<file path="config.mk">
export PLATFORM = sky130hd
export DESIGN_NAME = shift_add_multiplier
export DESIGN_NICKNAME = d
export VERILOG_FILES = /design/src/rtl/shift_add_multiplier_pkg.sv /design/src/rtl/fullLookaheadAdder.sv /design/src/rtl/shift_add_multiplier.sv
export SDC_FILE = /design/constraint.sdc
export NUM_CORES = 1
export LEC_CHECK = 0
export ABC_CLOCK_PERIOD_IN_PS = 3180
export CAP_MARGIN = 20
export CORE_UTILIZATION = 58
export CTS_BUF_LIST = sky130_fd_sc_hd__clkbuf_8
export DETAILED_ROUTE_END_ITERATION = 7
export GPL_ROUTABILITY_DRIVEN = 0
export GPL_TIMING_DRIVEN = 0
export PLACE_DENSITY_LB_ADDON = 0.2
export SLEW_MARGIN = 30
export SYNTH_ARGS = -nofsm -noshare
export SYNTH_HDL_FRONTEND = slang
export SYNTH_HIERARCHICAL = 1
export SYNTH_SLANG_ARGS = --single-unit
</file>
<file path="constraint.sdc">
create_clock -name clk -period 3.18 [get_ports clk]
set_input_delay 0.477 -clock clk [delete_from_list [all_inputs] [get_ports clk]]
set_output_delay 0.477 -clock clk [all_outputs]
set_load 0.005 [all_outputs]
</file>
<file path="src/rtl/shift_add_multiplier_pkg.sv">
// Shared definitions for the shift-add multiplier: controller state encoding
// and a constant clog2 used to size the iteration counter.
package shift_add_multiplier_pkg;

    typedef enum logic [1:0] {
        ST_IDLE = 2'd0,
        ST_RUN  = 2'd1,
        ST_DONE = 2'd2
    } state_t;

    // Ceiling log2, usable in constant expressions for register widths.
    function automatic int clog2(input int value);
        int r_bits;
        int r_v;
        r_bits = 0;
        r_v    = value - 1;
        while (r_v > 0) begin
            r_bits++;
            r_v = r_v >> 1;
        end
        return r_bits;
    endfunction

endpackage

</file>
<file path="src/rtl/fullLookaheadAdder.sv">
// N-bit combinational adder with fully expanded carry lookahead: every carry
// is a flat sum of generate/propagate products rather than a ripple chain.
module fullLookaheadAdder #(
    parameter int N = 8
) (
    input  logic [N-1:0] A,
    input  logic [N-1:0] B,
    input  logic         ci,
    output logic [N-1:0] S,
    output logic         co
);

    logic [N-1:0] w_g;
    logic [N-1:0] w_p;
    logic [N:0]   w_c;

    assign w_g = A & B;
    assign w_p = A ^ B;

    // c[i+1] = g[i] | p[i]g[i-1] | ... | p[i]..p[0]ci, expanded per bit.
    always_comb begin
        logic w_term;
        // NOTE: every variable written here gets a default first so no path leaves it holding a stale value (no latch).
        w_c    = '0;
        w_term = 1'b0;
        w_c[0] = ci;
        for (int i = 0; i < N; i++) begin
            w_term = ci;
            for (int j = 0; j <= i; j++) begin
                w_term = w_term & w_p[j];
            end
            w_c[i+1] = w_term;
            for (int j = 0; j <= i; j++) begin
                w_term = w_g[j];
                for (int k = j + 1; k <= i; k++) begin
                    w_term = w_term & w_p[k];
                end
                w_c[i+1] = w_c[i+1] | w_term;
            end
        end
    end

    assign S  = w_p ^ w_c[N-1:0];
    assign co = w_c[N];

endmodule

</file>
<file path="src/rtl/shift_add_multiplier.sv">
// Sequential unsigned N x N shift-add multiplier with start/busy/done handshake;
// one lookahead adder accumulates a partial product each cycle for N cycles.
module shift_add_multiplier
    import shift_add_multiplier_pkg::*;
#(
    parameter int N = 8
) (
    input  logic           clk,
    input  logic           rst,
    input  logic           start,
    input  logic [N-1:0]   a,
    input  logic [N-1:0]   b,
    output logic           busy,
    output logic           done,
    output logic [2*N-1:0] product
);

    localparam int CW = clog2(N + 1);

    state_t           r_state;
    logic [N-1:0]     r_acc;
    logic [N-1:0]     r_mq;
    logic [N-1:0]     r_mcand;
    logic [CW-1:0]    r_count;
    logic [2*N-1:0]   r_product;

    logic [N-1:0]     w_addend;
    logic [N-1:0]     w_sum;
    logic             w_co;
    logic [2*N-1:0]   w_shifted;

    assign w_addend = r_mq[0] ? r_mcand : '0;

    fullLookaheadAdder #(.N(N)) u_adder (
        .A  (r_acc),
        .B  (w_addend),
        .ci (1'b0),
        .S  (w_sum),
        .co (w_co)
    );

    // Right shift of {co,S,mq}: the adder carry lands in acc's MSB, so no bit is lost.
    assign w_shifted = {w_co, w_sum, r_mq[N-1:1]};

    // NOTE: sequential state uses non-blocking assignments so every register samples pre-edge values.
    always_ff @(posedge clk) begin
        if (rst) begin
            r_state   <= ST_IDLE;
            r_acc     <= '0;
            r_mq      <= '0;
            r_mcand   <= '0;
            r_count   <= '0;
            r_product <= '0;
        end else begin
            case (r_state)
                ST_IDLE, ST_DONE: begin
                    if (start) begin
                        r_mcand <= a;
                        r_mq    <= b;
                        r_acc   <= '0;
                        r_count <= '0;
                        r_state <= ST_RUN;
                    end else begin
                        r_state <= ST_IDLE;
                    end
                end
                ST_RUN: begin
                    {r_acc, r_mq} <= w_shifted;
                    r_count       <= r_count + CW'(1);
                    if (r_count == CW'(N - 1)) begin
                        r_product <= w_shifted;
                        r_state   <= ST_DONE;
                    end
                end
                default: r_state <= ST_IDLE;
            endcase
        end
    end

    assign busy    = (r_state == ST_RUN);
    assign done    = (r_state == ST_DONE);
    assign product = r_product;

endmodule

</file>
==> metrics <==
run status=complete, no violations; Hold Violations, Final=0; depth of the most critical reg-to-reg path=8; routed vias/inst=5.55; most common cell after layout, fill and taps aside=dfxtp_1; total of fill cells in the finished design=243; aggregate global routing overflow=0; Worst Setup End Kind=register; starting density of the core=61.6%; later-pin clock latency in the skew report=0.30 ns; cell area after placement=2510 µm²; Total Die Area=3850 µm²; CTS tree=yes; DR pass1 iterations=4; Synth Area per Inst=9.45 µm²; Setup CP Type=reg -> reg; leakage power of the design=1.08 nW; path category of the worst min-delay check=reg -> reg; RSZ-0062 raised after global routing=no; Layout area overhead=24.6%; half-perimeter wire length after detailed placement=3090 µm; first-pass GRT wire length=7020 µm; highest-count cells in the layout ignoring fill and taps=dfxtp_1, clkdlybuf4s50_1, a21oi_1; CP max stage cell=dfxtp_1; root cell of the clock tree=clkbuf_8; number of buffers created by CTS=5; final cell area excluding filler cells=2600 µm²; worst setup path startpoint=r_mq[0]; routed wire length=4530 µm; maximum VDD drop=0.000323 V; total global routing track utilization=25.9%; start of the worst register-to-register path=r_mq[0]; largest buffer count on any clock path=2; final standard cell count with taps included and fillers excluded=312; horizontal die dimension=62.0 µm; ant diodes=0; worst hold slack after final layout=0.455 ns; routed vias=1,732; longest individual stage delay on the worst path=0.49 ns; Finish-stage setup viols=0; fraction of final layout cells sized beyond drive strength 1=11.7%; pre-CTS setup slack=0.940 ns; data required time of the worst path=3.41 ns; Final Cycle Share=71.3%; post-cts hold buffer count=0; clock net sink count=46; predominant post-synthesis flop cell=dfxtp_1; wire length per cell after detailed routing=14.5 µm; worst clock skew=0.00660 ns; Highest Clock Rate=441 MHz; post-detailed-route count of antenna-violating nets=0; number of buffers inserted by port buffering=36; Synth Warn #=6; fin worst setup slack=0.914 ns; register area share after synthesis=44.1%; maximum number of pins on one net before global-route repair=14; # Max-Cap Violations=0; # placed instances=304; post-layout total power=1.09 mW; Vert. Die Dim=62.0 µm; detailed-route DRC error count=0; H-tree Lvls=2; Final Max Tran Viols=0; peak fanout along the critical path=9; Critical Path End=r_acc[6]; Setup TNS Final=0 ns; Distinct cells, synth=43; final period demand of the worst path=2.27 ns; top-level I/O count=37; DR iter-0 viols=87; fraction of synthesized cell area taken by the top area cell type=44.1%; data arrival time of the critical path=2.49 ns; clock-pin slew of the registers on the worst-case setup and hold paths=0.09 ns; crit path cell chain=and2_1 -> ha_1 -> a21oi_2 -> a21oi_2 -> or4_4 -> a32oi_1 -> nand2_1 -> a21oi_1; row count=21; area of the placeable core=3390 µm²; top post-synthesis cells by area=dfxtp_1, a21oi_1, a22o_1, ha_1, nand2_1; Synth async-reset ratio=0%; number of enable-type register cells in the synthesized netlist=0; cell accounting for the most synthesized area=dfxtp_1; post-layout utilization of the core=76.8%; Post-CTS Resized=0; flop2flop setup slack=0.91 ns; Critical Path Source Type=register; Post-Synthesis Cells=221; net count reported at finish=295; number of global-route vias before repair=1,517; worst reg2reg path endpoint=r_acc[6]; buffers inserted during post-CTS setup optimization=0; most frequent cell on the critical path=a21oi_2; worst min-delay path startpoint=r_mcand[6]; flop and latch count out of synthesis=46; synthesized cell area=2090 µm²; power density normalized to cell area=420 nW/µm²; antenna violations before repair=0
==> cell usage after synthesis (3+ instances only) <==
cell type,n
nor2_1,8
a21oi_1,29
xnor2_1,3
ha_1,10
a22oi_1,8
buf_2,8
nand2_1,26
and2_1,8
buf_6,3
nand3_1,19
a22o_1,16
dfxtp_1,46
==> kinds of logic after synthesis <==
kind of cell / after synthesis / share of synthesized area (%)
other cells: 1 / 0.179
fa+ha+maj: 11 / 6.95
compound gates: 67 / 22.2
flops: 46 / 44.1
buf+inv: 16 / 4.79
xor+xnor: 4 / 1.68
mux: 2 / 1.26
simple gates: 74 / 18.9
==> final cells by class <==
type                            instances  area [µm²]  share of cell area [%]
Clock buffer                            6        82.6                    3.17
Timing Repair Buffer                   36         360                    13.8
Clock inverter                          2        8.76                   0.337
Sequential cell                        46         921                    35.4
Multi-Input combinational cell        160        1070                    41.2
Inverter                                1        3.75                   0.144
Buffer                                 15        96.3                    3.70
Tap cell                               46        57.6                    2.21
==> power breakdown <==
group / switching, mW / internal [mW] / leakage (nW) / total, mW
registers: 0.0135 / 0.592 / 0.374 / 0.606
logic: 0.0635 / 0.0553 / 0.658 / 0.119
clock network: 0.196 / 0.172 / 0.0524 / 0.369
==> worst max-delay path, delay by kind of cell (launching register included) <==
| family | cells | cell delay [ns] |
|---|---|---|
| AND/OR/NAND/NOR | 3 | 0.75 |
| AO/OA/AOI/OAI | 4 | 0.69 |
| adder cells (fa/ha/maj) | 1 | 0.27 |
| flip-flops | 1 | 0.49 |
==> metal layers <==
layer	global-route usage, %	part of all wire (%)	vias to the layer above
met5	0	0	-
met4	9.52	1.3	0
met3	5.59	4.7	7
met2	38.8	45	47
met1	36.6	49	802
li1	-	-	876
==> worst min-delay path by stage <==
stage / endpoint / slack [ns] / depth (start not counted)
after floorplan: r_mcand[0] / 0.43 / 2
after global placement: r_mcand[7] / 0.44 / 2
after detailed placement: r_mcand[6] / 0.44 / 2
after CTS: r_mcand[6] / 0.45 / 2
after global routing: r_mcand[0] / 0.47 / 2
final: r_mcand[6] / 0.45 / 2
==> registers in the layout, summed over array words and instances (netlist names) <==
name     cells
product     16
r_mcand      8
r_mq         8
r_count      4
r_acc        8
r_state      2
(Power assumes the default switching activity.)
